`config.mk`:
```
export PLATFORM = sky130hd
export DESIGN_NAME = power_gating_sequencer
export DESIGN_NICKNAME = d
export VERILOG_FILES = /design/src/rtl/power_gating_sequencer.sv
export SDC_FILE = /design/constraint.sdc
export NUM_CORES = 1
export LEC_CHECK = 0
export CAP_MARGIN = 20
export CORE_ASPECT_RATIO = 1.2
export CORE_MARGIN = 5
export CORE_UTILIZATION = 40
export CTS_CLUSTER_DIAMETER = 60
export DETAILED_ROUTE_END_ITERATION = 12
export GPL_ROUTABILITY_DRIVEN = 0
export PLACE_DENSITY_LB_ADDON = 0.08
export SYNTH_ARGS = -nofsm -noshare
export SYNTH_HDL_FRONTEND = slang
export SYNTH_SLANG_ARGS = --single-unit
```
`constraint.sdc`:
```
create_clock -name clk -period 2.8 [get_ports clk]
set_input_delay 0.42 -clock clk [delete_from_list [all_inputs] [get_ports clk]]
set_output_delay 0.42 -clock clk [all_outputs]
set_load 0.02 [all_outputs]
```
`src/rtl/power_gating_sequencer.sv`:
```
// Power-gating sequencer for the alu/mem/io domains: idle tracking,
// wake-first round-robin arbitration and one switch transition at a time.
module power_gating_sequencer #(
    parameter int NUM_DOMAINS   = 3,
    parameter int IDLE_THRESH   = 16,
    parameter int SETTLE_CYCLES = 4,
    parameter int ACK_TIMEOUT   = 64
) (
    input  logic                   clk,
    input  logic                   reset_n,
    input  logic [NUM_DOMAINS-1:0] idle,
    input  logic [NUM_DOMAINS-1:0] wake_req,
    input  logic [NUM_DOMAINS-1:0] pwr_ack,
    output logic [NUM_DOMAINS-1:0] iso_en,
    output logic [NUM_DOMAINS-1:0] pwr_sw_en,
    output logic [NUM_DOMAINS-1:0] domain_gated,
    output logic [NUM_DOMAINS-1:0] fault,
    output logic                   busy
);
    localparam int IW = (NUM_DOMAINS > 1) ? $clog2(NUM_DOMAINS) : 1;

    typedef enum logic [2:0] {
        IDLE, ISO_ON, SW_OFF, SW_ON, SETTLE, ISO_OFF
    } state_t;

    state_t                 state_q, state_d;
    logic [IW-1:0]          act_q, act_d;
    logic [IW-1:0]          ptr_q, ptr_d;
    logic [7:0]             cnt_q [NUM_DOMAINS];
    logic [7:0]             cnt_d [NUM_DOMAINS];
    logic [7:0]             wait_q, wait_d;
    logic [7:0]             settle_q, settle_d;
    logic [NUM_DOMAINS-1:0] iso_d, sw_d, gated_d, fault_d;
    logic                   busy_d;
    logic [NUM_DOMAINS-1:0] gate_req, wake_rq, req;
    logic                   grant_vld;
    logic [IW-1:0]          grant_idx;

    // Wake requests beat gate requests; the lowest offset after ptr wins.
    always_comb begin
        for (int d = 0; d < NUM_DOMAINS; d++) begin
            gate_req[d] = (cnt_q[d] == 8'(IDLE_THRESH))
                        && !domain_gated[d] && !fault[d];
        end
        wake_rq   = wake_req & domain_gated & ~fault;
        req       = (|wake_rq) ? wake_rq : gate_req;
        grant_vld = 1'b0;
        grant_idx = '0;
        for (int k = NUM_DOMAINS; k >= 1; k--) begin
            if (req[IW'((int'(ptr_q) + k) % NUM_DOMAINS)]) begin
                grant_vld = 1'b1;
                grant_idx = IW'((int'(ptr_q) + k) % NUM_DOMAINS);
            end
        end
    end

    always_comb begin
        state_d  = state_q;
        act_d    = act_q;
        ptr_d    = ptr_q;
        wait_d   = wait_q;
        settle_d = settle_q;
        iso_d    = iso_en;
        sw_d     = pwr_sw_en;
        gated_d  = domain_gated;
        fault_d  = fault;
        for (int d = 0; d < NUM_DOMAINS; d++) begin
            cnt_d[d] = cnt_q[d];
            if (!idle[d] || domain_gated[d]) begin
                cnt_d[d] = '0;
            end else if (!fault[d] && !(busy && act_q == IW'(d))
                         && cnt_q[d] != 8'(IDLE_THRESH)) begin
                cnt_d[d] = cnt_q[d] + 8'd1;
            end
        end
        unique case (state_q)
            IDLE: begin
                if (grant_vld) begin
                    act_d  = grant_idx;
                    ptr_d  = grant_idx;
                    wait_d = '0;
                    if (|wake_rq) begin
                        sw_d[grant_idx] = 1'b1;
                        state_d         = SW_ON;
                    end else begin
                        iso_d[grant_idx] = 1'b1;
                        state_d          = ISO_ON;
                    end
                end
            end
            ISO_ON: begin
                sw_d[act_q] = 1'b0;
                wait_d      = '0;
                state_d     = SW_OFF;
            end
            SW_OFF: begin
                if (!pwr_ack[act_q]) begin
                    gated_d[act_q] = 1'b1;
                    state_d        = IDLE;
                end else if (wait_q == 8'(ACK_TIMEOUT - 1)) begin
                    fault_d[act_q] = 1'b1;
                    state_d        = IDLE;
                end else begin
                    wait_d = wait_q + 8'd1;
                end
            end
            SW_ON: begin
                if (pwr_ack[act_q]) begin
                    settle_d = '0;
                    state_d  = SETTLE;
                end else if (wait_q == 8'(ACK_TIMEOUT - 1)) begin
                    fault_d[act_q] = 1'b1;
                    state_d        = IDLE;
                end else begin
                    wait_d = wait_q + 8'd1;
                end
            end
            SETTLE: begin
                if (settle_q == 8'(SETTLE_CYCLES - 1)) begin
                    iso_d[act_q]   = 1'b0;
                    gated_d[act_q] = 1'b0;
                    state_d        = ISO_OFF;
                end else begin
                    settle_d = settle_q + 8'd1;
                end
            end
            ISO_OFF: state_d = IDLE;
            default: state_d = IDLE;
        endcase
        busy_d = (state_d != IDLE);
    end

    always_ff @(posedge clk or negedge reset_n) begin
        if (!reset_n) begin
            state_q      <= IDLE;
            act_q        <= '0;
            ptr_q        <= '0;
            wait_q       <= '0;
            settle_q     <= '0;
            iso_en       <= '0;
            pwr_sw_en    <= '1;
            domain_gated <= '0;
            fault        <= '0;
            busy         <= 1'b0;
            for (int d = 0; d < NUM_DOMAINS; d++) cnt_q[d] <= '0;
        end else begin
            state_q      <= state_d;
            act_q        <= act_d;
            ptr_q        <= ptr_d;
            wait_q       <= wait_d;
            settle_q     <= settle_d;
            iso_en       <= iso_d;
            pwr_sw_en    <= sw_d;
            domain_gated <= gated_d;
            fault        <= fault_d;
            busy         <= busy_d;
            for (int d = 0; d < NUM_DOMAINS; d++) cnt_q[d] <= cnt_d[d];
        end
    end
endmodule

```
## After elaboration in Yosys (flattened, before gate mapping)

Index checks and enable logic that the tools add are counted.

| cells by class | value |
|---|---|
| $add $sub $neg | 8 |
| eq/ne operators | 23 |
| bitwise logic cells | 11 |
| reductions and logical operators | 52 |
| order comparisons | 7 |
| mux-type cells | 57 |
| div/mod/pow operators | 3 |

Operator list:

| cell | number |
|---|---|
| $mod A32 B3 Y32 const B | 3 |
| $mux W8 | 12 |
| $mux W3 | 16 |
| $add A8 B1 Y8 const B | 5 |
| $pmux W8 S4 | 1 |
| $eq A8 B5 Y1 const B | 3 |
| $ne A8 B5 Y1 const B | 3 |
| $pmux W3 S2 | 4 |
| $ne A2 B2 Y1 const B | 9 |
| $logic_and A1 B1 Y1 | 17 |
| $pmux W8 S2 | 1 |
| $reduce_bool A2 Y1 | 8 |
| $and A3 B3 Y3 | 5 |
| $pmux W3 S5 | 1 |
| $logic_not A1 Y1 | 12 |
| $lt A2 B4 Y1 const B | 3 |
| $mux W1 | 12 |
| $or A3 B3 Y3 | 4 |
| $reduce_and A3 Y1 | 4 |
| $bmux W1 S2 | 4 |
| $eq A8 B2 Y1 const B | 1 |
| $eq A8 B6 Y1 const B | 1 |
| $mux W2 | 4 |
| $reduce_and A4 Y1 | 2 |
| 18 further kinds | 26 |

| word-level totals | value |
|---|---|
| register bits | 58 |
| output and inout port bits | 13 |

## Longest topological paths before layout

| logic depth | value |
|---|---|
| depth after elaboration | 18 |
| mapped depth | 10 |
| mapped depth without buffers | 9 |

## Worst setup path before layout

OpenSTA, ideal clock, no wires.

| timing path | value |
|---|---|
| path type | reg2reg |
| from | register cnt_q[8] (netlist name) |
| to | register pwr_sw_en[0] |
| library setup time | 0.105 ns |
| setup slack | 0.380 ns |
| required time | 2.695 ns |
| cell stages (with the launch flop) | 11 |
| data arrival time | 2.315 ns |
| cell sequence | dfrtp_1 > inv_1 > ha_1 > nor4bb_1 > nand2_1 > o41ai_4 > nor2_2 > a311o_1 > or2_0 > buf_2 > o41ai_1 |

| on the way | value |
|---|---|
| cells in the longest elaborated chain, start to end | 18 |

RTL lines:

| item | RTL line | text |
|---|---|---|
| start: declaration | 29 | `logic [7:0] cnt_q [NUM_DOMAINS];` |
| $eq A8 B5 Y1 * | 42 | `gate_req[d] = (cnt_q[d] == 8'(IDLE_THRESH))` |
| $logic_and A1 B1 Y1 * (2 in a row) | 43 | `&& !domain_gated[d] && !fault[d];` |
| $mux W3 * | 46 | `req = (\|wake_rq) ? wake_rq : gate_req;` |
| $bmux W1 S2 | 50 | `if (req[IW'((int'(ptr_q) + k) % NUM_DOMAINS)]) begin` |
| $mux W1 (not written as such) (2 in a row) | 50 |  |
| $mux W2 (3 in a row) | 50 |  |
| $lt A2 B3 Y1 (not written as such) / $ge A2 B1 Y1 (equally long branches) | 83 | `sw_d[grant_idx] = 1'b1;` |
| $logic_and A1 B1 Y1 (not written as such) | 83 |  |
| $mux W1 (not written as such) | 83 |  |
| $demux W1 S2 | 83 |  |
| $or A3 B3 Y3 (no source line) | - |  |
| $mux W3 | 82 | `if (\|wake_rq) begin` |
| $mux W3 | 78 | `if (grant_vld) begin` |
| $pmux W3 S2 | 76 | `unique case (state_q)` |
| end signal: assignment | 153 | `pwr_sw_en <= sw_d;` |
| end: declaration | 15 | `output logic [NUM_DOMAINS-1:0] pwr_sw_en,` |

Every way passes the cells marked *; elsewhere a longest branch is shown, timed or not. The select of a mux whose other input is x is not followed.
A chain may end at the register's enable or synchronous reset.

## Worst setup path in the final report

| timing path | value |
|---|---|
| from | register cnt_q[8] (netlist name) |
| to | register state_q[1] |

| on the way | value |
|---|---|
| cells in the longest elaborated chain, start to end | 12 |

RTL lines:

| item | RTL line | text |
|---|---|---|
| $eq A8 B5 Y1 * | 42 |  |
| $logic_and A1 B1 Y1 * (2 in a row) | 43 |  |
| $mux W3 * | 46 |  |
| $bmux W1 S2 | 50 |  |
| $mux W1 (not written as such) (2 in a row) | 50 |  |
| $mux W1 (2 in a row) | 50 |  |
| $mux W1 * | 50 |  |
| $mux W3 * | 78 |  |
| $pmux W3 S5 * | 76 |  |
| named net state_d[1] | 26 | `state_t state_q, state_d;` |
| end signal: assignment | 147 | `state_q <= state_d;` |
| end: declaration | 26 |  |

The timed path passes the listed nets; every way through them passes the cells marked *. The select of a mux whose other input is x is not followed.

==> flow_summary.ini <==
[run_status]
run_status = finished, final reports clean

[clocking]
cts_tree = built
root_buffer = sky130_fd_sc_hd__clkbuf_8
cts_buffer_depth = 2
numClockSinks = 58
cts_buffers = 9
worst_setup_hold_path_clk_slew_ns = 0.07
ctsHtreeMaxLevel = 3
clock_insertion_delay_worst_skew_ns = 0.34

[logic_synthesis]
proportion_of_synthesized_chip_area_in_sequential_cells_pct = 43.40
synth_top_flop_cell = sky130_fd_sc_hd__dfrtp_1
syn-instance-count = 367
netlist_area_sq_um = 3353
number_of_enable_type_register_cells_in_the_synthesized_netlist = 0
synth.net_count = 391
synthesis.area_per_instance_sq_um = 9.137
synth-seq-cells = 58
async_reset_ff_share_pct = 100.0
synthDistinctLibCells = 57
synthesis.yosys.warnings = 0

[setup_path]
setup.worst_path.start_class = flip-flop
worstSetupEndpointType = flip-flop
worst_path_max_delay_cell = sky130_fd_sc_hd__dfrtp_1
timing.reg2reg.setup_slack_ns = 0.22
cp.depth = 10
crit_path_max_fanout = 5
critical_path.max_stage_delay_ns = 0.42
worst_path_dominant_cell_family = compound AO/OA/AOI/OAI gates
cp_cell_sequence = inv_1, ha_1, nor4bb_1, nand2_1, o41ai_4, nor2_2, a311o_1, or2_1, buf_4, o32ai_1
worstRegToRegCells = 10
arrival_time_at_the_worst_endpoint_ns = 2.81
worstPathBufferInverterCount = 2
critPathKind = flip-flop to flip-flop
required_ns = 3.03

[pwr]
switching_power_mw = 1.308
peakVddDrop_uv = 352.6
cell_internal_pwr_mw = 1.988
power.leakage_nw = 1.736
pwr_density_cell_nw_per_um2 = 819.9
seq_power_share_pct = 37.6
p_clk_share_pct = 22.6
power.share.combinational_pct = 39.9
power.share.switching_pct = 39.69

[sta]
hold_viol = 0
layout_min_cycle_time_ns = 2.579
timing.final.ws_setup_ns = 0.2206
crit_share_post_route_pct = 92.12
timing_worst_slew_pin_value_ns = 0.6699
timing.final.setup_violations = 0
drv_slew = 0
slew_headroom_pct = 55.34
fmax_ghz = 0.3877
rsz0062_at_grt = false
clock_skew_ns = 0.01179
setup-tns-final_ns = 0

[route]
post_drt_via_cell_ratio = 5.186
vias = 2728
drcViolationCount = 0
wirelength_microns = 7637
initialDrtViolationCount = 185
ant_nets = 0
wl_per_cell_microns = 14.52
drt_pass1_iterations = 4

[grt]
grt_pass1_vias = 2686
pin_count_of_the_biggest_net_entering_global_routing = 50
global_route.overflow_total = 0
antenna_found_initial = 0
global_route.usage.total_pct = 15.96
grt_pass1_wl_microns = 12990

[run]
cap_violations = 0

[floorplan]
initial_utilization_pct = 41.13
dieWidth_microns = 93.58
rows = 36
core_area_sq_um = 8153
io-pin-count = 24
chipHeight_microns = 110.3
floorplan.die_area_sq_um = 10320

[final_layout]
finalCoreUtilization_pct = 49.31
fillers = 777
num-nets-final = 431
n_antenna_cell = 0
ratio_of_cells_with_drive_above_1_in_the_final_layout_pct = 12.14
area_delta_synth_final_pct = 19.89

[placed_design]
detailedPlacementHpwl_microns = 5480
port_buffers = 23
pre_cts_slack_ns = -0.04889

[worst_hold_path]
min-delay-path-class = primary input to async pin
==> layout make-up <==
class / count / area, sq um / area share, %
clock inverters: 4 / 45.04 / 1.120
multi-input cells: 282 / 1810 / 45.04
flip-flops and latches: 58 / 1455 / 36.20
clock buffers: 12 / 135.1 / 3.361
well taps: 114 / 142.6 / 3.548
repair buffers: 41 / 375.4 / 9.337
inverters: 15 / 56.30 / 1.401
==> repair_timing <==
item,CTS,global route
hold endpoints to repair,9,0
gates resized for setup,0,3
buffers inserted,0,0
hold buffers,1,0
setup endpoints to repair,0,2
==> Yosys cell counts (all sizes together) (2+ instances only) <==
master	n	area, sq um
mux2i	7	70.07
a21o	3	22.52
inv	14	52.55
nor4b	3	32.53
nor4	2	12.51
a311o	2	21.27
dfrtp	55	1376
and2	3	18.77
nor3	11	55.05
a21oi	20	100.1
ha	13	162.7
nor2	45	171.4
nand2b	3	18.77
nand3b	3	51.30
and3	9	57.56
o21a	2	15.01
o21ai	13	65.06
o221ai	8	70.07
clkbuf	9	33.78
nor2b	2	12.51
or2	2	12.52
a31oi	4	25.02
nand4	7	43.79
xor2	18	157.7
nand3	15	85.08
xnor2	6	52.55
o41ai	6	90.08
or3	5	31.28
nor4bb	2	20.02
buf	3	12.51
dfstp	3	78.83
nand2	54	205.2
==> cells in the final DEF (no fill, tap or decap), types with 3 or more instances in the layout <==
cell type,synthesis,routed
sky130_fd_sc_hd__nand2_1,53,53
sky130_fd_sc_hd__o221ai_1,8,8
sky130_fd_sc_hd__mux2i_1,7,7
sky130_fd_sc_hd__inv_1,14,14
sky130_fd_sc_hd__and3_1,8,8
sky130_fd_sc_hd__dfrtp_1,55,55
sky130_fd_sc_hd__nor3_1,11,11
sky130_fd_sc_hd__clkinv_2,0,3
sky130_fd_sc_hd__or3_1,5,5
sky130_fd_sc_hd__nand3_1,13,13
sky130_fd_sc_hd__and2_1,3,3
sky130_fd_sc_hd__a31oi_1,4,4
sky130_fd_sc_hd__a21o_1,3,3
sky130_fd_sc_hd__clkdlybuf4s50_1,0,22
sky130_fd_sc_hd__clkbuf_1,9,3
sky130_fd_sc_hd__nor2_1,44,44
sky130_fd_sc_hd__dfstp_2,3,3
sky130_fd_sc_hd__clkbuf_8,0,9
sky130_fd_sc_hd__xor2_1,18,18
sky130_fd_sc_hd__a21oi_1,20,20
sky130_fd_sc_hd__nand4_1,7,7
sky130_fd_sc_hd__xnor2_1,6,6
sky130_fd_sc_hd__o21ai_0,13,13
sky130_fd_sc_hd__buf_4,0,16
sky130_fd_sc_hd__nand2b_1,3,3
sky130_fd_sc_hd__ha_1,13,13
==> routing by layer <==
layer | global-route usage (%) | vias to the layer above | routed length [microns]
met5 | 0 | - | 0
met1 | 20.25 | 1303 | 3513
met4 | 6.502 | 0 | 104
li1 | - | 1380 | -
met2 | 27.13 | 35 | 3800
met3 | 2.648 | 10 | 220
==> sequential cells by signal, summed over array words and instances, names as in the netlist, named ones only <==
register	count
fault	3
settle_q	8
pwr_sw_en	3
state_q	3
cnt_q	24
iso_en	3
busy	1
ptr_q	2
wait_q	8
==> final timing paths <==
kind	from	end
max in group asynchronous	reset_n	pwr_sw_en[1]$_DFFE_PN1P_
setup reg to reg	cnt_q[8]$_DFFE_PN0P_	state_q[1]$_DFF_PN0_
hold reg to reg	iso_en[1]$_DFFE_PN0P_	iso_en[1]$_DFFE_PN0P_
hold / removal	reset_n	cnt_q[21]$_DFFE_PN0P_
setup / recovery	cnt_q[8]$_DFFE_PN0P_	state_q[1]$_DFF_PN0_
min in group clk	iso_en[1]$_DFFE_PN0P_	iso_en[1]$_DFFE_PN0P_
==> logic make-up after synthesis <==
group | Yosys count | synth area share (%)
flops | 58 | 43.40
fa+ha+maj | 14 | 5.149
buf+inv | 27 | 3.059
compound gates | 69 | 14.81
mux | 7 | 2.090
simple gates | 168 | 25.22
xor+xnor | 24 | 6.269
==> per-stage QoR <==
step | power [mW] | cells | hold slack [ns] | area (sq um)
after global routing | 3.528 | 526 | 0.4962 | 4020
after detailed placement | 2.561 | 509 | 0.3022 | 3815
after CTS | 3.312 | 526 | 0.4698 | 4005
final | 3.296 | 526 | 0.4722 | 4020
after floorplan | 2.058 | 367 | 0.1244 | 3353
after global placement | 2.539 | 509 | 0.3036 | 3815
==> worst register-to-register path, stage by stage (launching register included) <==
cell and delay, ns:
sky130_fd_sc_hd__dfrtp_1 0.42, sky130_fd_sc_hd__inv_1 0.07, sky130_fd_sc_hd__ha_1 0.13, sky130_fd_sc_hd__nor4bb_1 0.25, sky130_fd_sc_hd__nand2_1 0.15, sky130_fd_sc_hd__o41ai_4 0.31
sky130_fd_sc_hd__nor2_2 0.07, sky130_fd_sc_hd__a311o_1 0.38, sky130_fd_sc_hd__or2_1 0.30, sky130_fd_sc_hd__buf_4 0.17, sky130_fd_sc_hd__o32ai_1 0.24
==> power groups by stage <==
stage	clock [mW]	sequential, mW	combinational [mW]
6_report	0.743	1.24	1.31
5_1_grt	0.790	1.27	1.47
4_1_cts	0.761	1.24	1.31
3_5_place_dp	0	1.26	1.30
3_3_place_gp	0	1.25	1.29
2_1_floorplan	0	1.22	0.838
Note: power is estimated with default switching activity, not from simulation.
